<file path="config.mk">
export PLATFORM = sky130hd
export DESIGN_NAME = mc_bank_dispatch
export DESIGN_NICKNAME = d
export VERILOG_FILES = /design/src/rtl/mc_dec_pkg.sv /design/src/rtl/mc_sync_fifo.sv /design/src/rtl/mc_bank_dispatch.sv
export SDC_FILE = /design/constraint.sdc
export NUM_CORES = 2
export LEC_CHECK = 0
export CELL_PAD_IN_SITES_DETAIL_PLACEMENT = 0
export CELL_PAD_IN_SITES_GLOBAL_PLACEMENT = 2
export CORE_MARGIN = 1
export CORE_UTILIZATION = 47
export CTS_CLUSTER_DIAMETER = 150
export DETAILED_ROUTE_END_ITERATION = 7
export GPL_TIMING_DRIVEN = 0
export PLACE_DENSITY = 0.88
export SYNTH_ARGS = -nofsm -noshare
export SYNTH_HDL_FRONTEND = slang
export SYNTH_SLANG_ARGS = --single-unit
</file>
<file path="constraint.sdc">
create_clock -name clk -period 24.4 [get_ports clk]
set_input_delay 3.66 -clock clk [delete_from_list [all_inputs] [get_ports clk]]
set_output_delay 3.66 -clock clk [all_outputs]
set_load 0.005 [all_outputs]
</file>
<file path="src/rtl/mc_dec_pkg.sv">
// +------------------------------------------------------------------+
// | mc_dec_pkg: shared encodings, request type and bank extraction    |
// | Rev 1.0                                                           |
// +------------------------------------------------------------------+
`default_nettype none

package mc_dec_pkg;

    localparam logic MC_RD = 1'b0;
    localparam logic MC_WR = 1'b1;

    localparam int MC_ADDR_W = 32;
    localparam int MC_DATA_W = 256;

    typedef struct packed {
        logic                 rdwr;
        logic [MC_ADDR_W-1:0] addr;
        logic [MC_DATA_W-1:0] wr_data;
    } mc_req_t;

    // Width-agnostic so any ADDR_W up to 64 bits can share it.
    function automatic int mc_bank_idx(input logic [63:0] addr, input int lsb, input int bank_w);
        logic [63:0] mask;
        mask = (64'd1 << bank_w) - 64'd1;
        return int'(32'((addr >> lsb) & mask));
    endfunction

endpackage

`default_nettype wire

</file>
<file path="src/rtl/mc_sync_fifo.sv">
// +------------------------------------------------------------------+
// | mc_sync_fifo: synchronous FIFO with push/pop/full/empty/count     |
// | Rev 1.0                                                           |
// +------------------------------------------------------------------+
`default_nettype none

module mc_sync_fifo
    import mc_dec_pkg::*;
#(
    parameter int WIDTH = 289,
    parameter int DEPTH = 8
) (
    input  logic                   clk,
    input  logic                   rst_n,
    input  logic                   push,
    input  logic                   pop,
    input  logic [WIDTH-1:0]       wdata,
    output logic [WIDTH-1:0]       rdata,
    output logic                   full,
    output logic                   empty,
    output logic [$clog2(DEPTH):0] count
);

    localparam int c_ptr_w = $clog2(DEPTH);
    localparam int c_cnt_w = $clog2(DEPTH) + 1;

    logic [WIDTH-1:0]   mem_q [DEPTH];
    logic [c_ptr_w-1:0] wr_ptr_q, wr_ptr_d;
    logic [c_ptr_w-1:0] rd_ptr_q, rd_ptr_d;
    logic [c_cnt_w-1:0] count_q, count_d;
    logic               w_do_push;
    logic               w_do_pop;

    assign full      = (count_q == c_cnt_w'(DEPTH));
    assign empty     = (count_q == '0);
    assign count     = count_q;
    assign rdata     = mem_q[rd_ptr_q];
    assign w_do_push = push && !full;
    assign w_do_pop  = pop && !empty;

    // Power-of-two depth lets the pointers wrap by plain overflow.
    always_comb begin
        wr_ptr_d = wr_ptr_q;
        rd_ptr_d = rd_ptr_q;
        count_d  = count_q;
        if (w_do_push) wr_ptr_d = wr_ptr_q + c_ptr_w'(1);
        if (w_do_pop)  rd_ptr_d = rd_ptr_q + c_ptr_w'(1);
        unique case ({w_do_push, w_do_pop})
            2'b10:   count_d = count_q + c_cnt_w'(1);
            2'b01:   count_d = count_q - c_cnt_w'(1);
            default: count_d = count_q;
        endcase
    end

    always_ff @(posedge clk or negedge rst_n) begin
        if (!rst_n) begin
            wr_ptr_q <= '0;
            rd_ptr_q <= '0;
            count_q  <= '0;
        end else begin
            wr_ptr_q <= wr_ptr_d;
            rd_ptr_q <= rd_ptr_d;
            count_q  <= count_d;
        end
    end

    always_ff @(posedge clk) begin
        if (w_do_push) mem_q[wr_ptr_q] <= wdata;
    end

endmodule

`default_nettype wire

</file>
<file path="src/rtl/mc_bank_dispatch.sv">
// +------------------------------------------------------------------+
// | mc_bank_dispatch: buffers DRAM requests, dispatches in order to   |
// | one-hot bank ports. Optional statistics: MC_DEC_STATS_EN          |
// | Rev 1.0                                                           |
// +------------------------------------------------------------------+
`default_nettype none

module mc_bank_dispatch
    import mc_dec_pkg::*;
#(
    parameter int NUM_BANKS  = 32,
    parameter int ADDR_W     = 32,
    parameter int DATA_W     = 256,
    parameter int FIFO_DEPTH = 8,
    parameter int BANK_LSB   = 5
) (
    input  logic                          clk,
    input  logic                          reset,
    input  logic                          sys__mc__dram_req,
    input  logic                          sys__mc__dram_rdwr,
    input  logic [ADDR_W-1:0]             sys__mc__dram_addr,
    input  logic [DATA_W-1:0]             sys__mc__dram_wr_data,
    output logic                          mc__sys__dram_busy,
    output logic                          input_fifo_empty,
    output logic [$clog2(FIFO_DEPTH):0]   input_fifo_count,
    output logic [NUM_BANKS-1:0]          dec__bnc__valid,
    output logic                          dec__bnc__rdwr,
    output logic [ADDR_W-1:0]             dec__bnc__addr,
    output logic [DATA_W-1:0]             dec__bnc__wr_data,
    input  logic [NUM_BANKS-1:0]          bnc__dec__ready
`ifdef MC_DEC_STATS_EN
    ,
    output logic [15:0]                   stat__drop_cnt,
    output logic [31:0]                   stat__rd_cnt,
    output logic [31:0]                   stat__wr_cnt
`endif
);

    localparam int c_bank_w = $clog2(NUM_BANKS);
    localparam int c_req_w  = 1 + ADDR_W + DATA_W;
    localparam logic [NUM_BANKS-1:0] c_sel_lsb = {{(NUM_BANKS-1){1'b0}}, 1'b1};

    typedef struct packed {
        logic              rdwr;
        logic [ADDR_W-1:0] addr;
        logic [DATA_W-1:0] wr_data;
    } disp_req_t;

    disp_req_t            w_push_req, w_head_req;
    logic                 w_push, w_pop, w_full, w_empty, w_xfer;
    logic [NUM_BANKS-1:0] w_head_sel;

    logic                 out_valid_q, out_valid_d;
    logic [NUM_BANKS-1:0] sel_q, sel_d;
    disp_req_t            out_req_q, out_req_d;

    assign w_push_req = {sys__mc__dram_rdwr, sys__mc__dram_addr, sys__mc__dram_wr_data};
    assign w_push     = sys__mc__dram_req && !w_full;
    // sel_q is all-zero whenever the output stage is empty.
    assign w_xfer     = |(sel_q & bnc__dec__ready);
    assign w_pop      = !w_empty && (!out_valid_q || w_xfer);
    assign w_head_sel = c_sel_lsb << mc_bank_idx(64'(w_head_req.addr), BANK_LSB, c_bank_w);

    mc_sync_fifo #(
        .WIDTH (c_req_w),
        .DEPTH (FIFO_DEPTH)
    ) u_fifo (
        .clk   (clk),
        .rst_n (reset),
        .push  (w_push),
        .pop   (w_pop),
        .wdata (w_push_req),
        .rdata (w_head_req),
        .full  (w_full),
        .empty (w_empty),
        .count (input_fifo_count)
    );

    always_comb begin
        out_valid_d = out_valid_q;
        sel_d       = sel_q;
        out_req_d   = out_req_q;
        if (w_pop) begin
            out_valid_d = 1'b1;
            sel_d       = w_head_sel;
            out_req_d   = w_head_req;
        end else if (w_xfer) begin
            out_valid_d = 1'b0;
            sel_d       = '0;
        end
    end

    always_ff @(posedge clk or negedge reset) begin
        if (!reset) begin
            out_valid_q <= 1'b0;
            sel_q       <= '0;
            out_req_q   <= '0;
        end else begin
            out_valid_q <= out_valid_d;
            sel_q       <= sel_d;
            out_req_q   <= out_req_d;
        end
    end

    assign mc__sys__dram_busy = w_full;
    assign input_fifo_empty   = w_empty;
    assign dec__bnc__valid    = sel_q;
    assign dec__bnc__rdwr     = out_req_q.rdwr;
    assign dec__bnc__addr     = out_req_q.addr;
    assign dec__bnc__wr_data  = out_req_q.wr_data;

`ifdef MC_DEC_STATS_EN
    logic [15:0] drop_cnt_q, drop_cnt_d;
    logic [31:0] rd_cnt_q, rd_cnt_d;
    logic [31:0] wr_cnt_q, wr_cnt_d;

    always_comb begin
        drop_cnt_d = drop_cnt_q;
        rd_cnt_d   = rd_cnt_q;
        wr_cnt_d   = wr_cnt_q;
        if (sys__mc__dram_req && w_full && (drop_cnt_q != 16'hFFFF))
            drop_cnt_d = drop_cnt_q + 16'd1;
        if (w_xfer && (out_req_q.rdwr == MC_WR)) wr_cnt_d = wr_cnt_q + 32'd1;
        if (w_xfer && (out_req_q.rdwr == MC_RD)) rd_cnt_d = rd_cnt_q + 32'd1;
    end

    always_ff @(posedge clk or negedge reset) begin
        if (!reset) begin
            drop_cnt_q <= '0;
            rd_cnt_q   <= '0;
            wr_cnt_q   <= '0;
        end else begin
            drop_cnt_q <= drop_cnt_d;
            rd_cnt_q   <= rd_cnt_d;
            wr_cnt_q   <= wr_cnt_d;
        end
    end

    assign stat__drop_cnt = drop_cnt_q;
    assign stat__rd_cnt   = rd_cnt_q;
    assign stat__wr_cnt   = wr_cnt_q;
`endif

endmodule

`default_nettype wire

</file>
==> flow_summary.ini <==
[place]
portBuffers = 650
placedCellCount = 7771
place_congestion = 0.7376
place_area_sq_um = 113800
place.detailed.hpwl_um = 159600

[pwr]
peakVddDrop_mv = 0.07493
p_leak_uw = 0.04148
power_density_nw_per_um2 = 87.89

[critical_path]
endpoint_kind = output port
path_cells = nor4_4 -> clkdlybuf4s50_1
critPathRequiredTime_ps = 20740
setup.worst_path.start_class = flip-flop
critPathArrivalTime_ps = 2870
slowest_delay_ps = 830
cpMaxStageDelayCell = nor4_4
path_delay_family = simple AND/OR/NAND/NOR gates
crit_fanout = 10
worst-setup-path-type = reg -> out
crit_buf_inv = 1

[sta]
fin_crit_sh_pct = 26.76
min_period_ps = 6529
setup_viol = 0
relSlewSlack_pct = 9.200
fin_tns_setup_ps = 0
fmax_ghz = 0.1532
rsz0062_at_grt = no
fin_skew_ps = 84.12
worst_pin_slew_ps = 1362
hold_viol = 0
maxSlewViolCount = 0

[outcome]
run_status = complete, but fails checks
violations = DRC

[clock_tree]
cts.sinks = 2644
htreeDepth = 5
cts_tree = yes
cts_setup_buffers = 0
cts_buffers = 284
cts-root-buf = clkbuf_16
cts_resized = 0
clk_pin_slew_ps = 60
hold_buffers = 0
cts_buffer_depth = 4
clkLatencyLatePin_ps = 940

[floorplanning]
dieArea_sq_um = 215700
initial_core_util_pct = 47.34
io_pins = 651
core-area_sq_um = 212300
rows = 169
fp.dieW_um = 464.4
dieHeight_um = 464.4

[global_routing]
grt_pass1_vias = 49020
grt_overflow = 0
grt_pass1_wl_um = 348400
track_usage_pct = 22.49
grt_max_degree = 90
antenna_found_initial = 77

[finish]
stdcell_area_sq_um = 122800
drive_gt1_share_pct = 33.23
final_cells = 8308
nets = 5566
synthToLayoutAreaGrowth_pct = 22.14
fillerInstances = 15040

[logic_synthesis]
ys_types = 40
synth_edf_count = 2312
yosys-top-cells-area = edfxtp_1, mux4_2, dfrtp_1
yosysMostFrequentCell = edfxtp_1
synth_top_area_share_pct = 69.08
yosysSeqAreaShare_pct = 77.34
ys_ff_latch = 2644
ys.flop_type = edfxtp_1
synth.avg_cell_area_sq_um = 24.16
syn-instance-count = 4160
synth_commonest_cells = edfxtp_1, mux4_2, dfrtp_1
synth_top_area_cell = edfxtp_1
syn-num-nets = 4490
synth_warnings = 0
syn-cell-area_sq_um = 100500
async_flop_share_pct = 12.56

[worst_hold_path]
hold_class = reg -> reg

[detailed_routing]
wire_per_inst_um = 29.06
vias = 46930
ant_nets = 0
drtIter0Drc = 4170
vias_per_cell = 5.648
drt_wl_total_um = 241400
remaining_drc_errors = 182
firstDrtPassIters = 7

[run]
cap_violations = 0
-- flip-flops by register name, summed over array words and instances (netlist names) --
register,flops
u_fifo.rd_ptr_q,3
u_fifo.mem_q,2312
dec__bnc__addr,32
u_fifo.wr_ptr_q,3
u_fifo.count,4
dec__bnc__wr_data,256
dec__bnc__valid,32
dec__bnc__rdwr,1
out_valid_q,1
-- path summary, 6_finish.rpt --
path	startpoint	end	slack [ps]	depth (start not counted)
worst max-delay path	u_fifo.count[0]$_DFFE_PN0P_	input_fifo_empty	17870	2
worst min-delay path	dec__bnc__wr_data[247]$_DFFE_PN0P_	dec__bnc__wr_data[247]$_DFFE_PN0P_	490	1
worst max register to register	u_fifo.count[0]$_DFFE_PN0P_	u_fifo.mem_q[4][208]$_DFFE_PP_	20540	11
worst min register to register	dec__bnc__wr_data[247]$_DFFE_PN0P_	dec__bnc__wr_data[247]$_DFFE_PN0P_	490	1
max in group asynchronous	reset	dec__bnc__wr_data[207]$_DFFE_PN0P_	20190	3
min in group asynchronous	reset	u_fifo.count[1]$_DFFE_PN0P_	2780	1
-- layer usage --
metal	wire length, um	part of all wire (%)	global-route usage (%)	vias to the layer above
met5	404	0.17	0	-
met4	6799	2.8	7.094	62
met3	18930	7.8	5.484	413
met2	116900	48	35.92	1661
met1	98390	41	30.61	25140
li1	-	-	-	19650
-- cell type report --
| type | count | area (sq um) | share of cell area [%] |
|---|---|---|---|
| clock buffers | 389 | 7868 | 6.409 |
| repair buffers | 790 | 9647 | 7.858 |
| well taps | 2821 | 3530 | 2.875 |
| flip-flops and latches | 2644 | 77730 | 63.32 |
| plain buffers | 198 | 1266 | 1.031 |
| clock inverters | 102 | 1017 | 0.8286 |
| diodes | 46 | 115.1 | 0.09377 |
| inverters | 7 | 26.28 | 0.02140 |
| multi-input cells | 1311 | 21550 | 17.56 |
-- where the power goes --
group	switching [uW]	internal, uW	leakage [uW]
Clock	1690	2440	0.00434
Combinational	582	455	0.0116
Sequential	112	5510	0.0256
Total	2380	8410	0.0415
-- metrics by stage --
| step | hold WS [ps] | utilization (%) | total power, uW | worst slack (ps) |
|---|---|---|---|---|
| global placement | 472.4 | 52.07 | 7053 | -6918 |
| CTS | 490.7 | 57.77 | 10890 | 17740 |
| finish | 486.5 | 57.82 | 10790 | 17870 |
| floorplan | 482.8 | - | 6381 | 7497 |
| global route | 523.4 | 57.79 | 11140 | 17750 |
| detailed placement | 477.5 | 53.58 | 6762 | 17050 |
-- cell usage in the layout, fill, tap and decap left out, types with 3 or more instances in the layout --
cell type	count
a22oi_1	12
buf_1	26
buf_12	89
buf_16	55
buf_2	76
buf_6	10
buf_8	19
bufinv_16	18
clkbuf_1	134
clkbuf_16	289
clkbuf_2	4
clkbuf_8	26
clkdlybuf4s50_1	649
clkinv_1	29
clkinv_2	32
clkinv_4	4
clkinvlp_4	7
dfrtp_1	332
diode_2	46
edfxtp_1	2312
ha_1	5
inv_1	7
inv_6	10
mux2_2	298
mux2_4	277
mux2i_1	5
mux4_2	578
nand2_1	55
nand2b_1	3
nor2_1	3
nor2_4	6
nor3_1	3
o21ai_0	18
o21ai_1	16
xnor2_1	3
xor2_1	3
-- kinds of logic (layout without fill, tap and decap cells) --
family / after synthesis / in the layout / synth area share [%]
AND/OR/NAND/NOR: 86 / 86 / 0.4133
flip-flops: 2644 / 2644 / 77.34
XOR/XNOR: 6 / 6 / 0.05229
AO/OA/AOI/OAI: 53 / 53 / 0.3299
other: 0 / 46 / 0
multiplexers: 1160 / 1160 / 20.50
buffers and inverters: 205 / 1486 / 1.280
adder cells (fa/ha/maj): 6 / 6 / 0.08216
No activity file was read; power rests on OpenSTA's default activity.
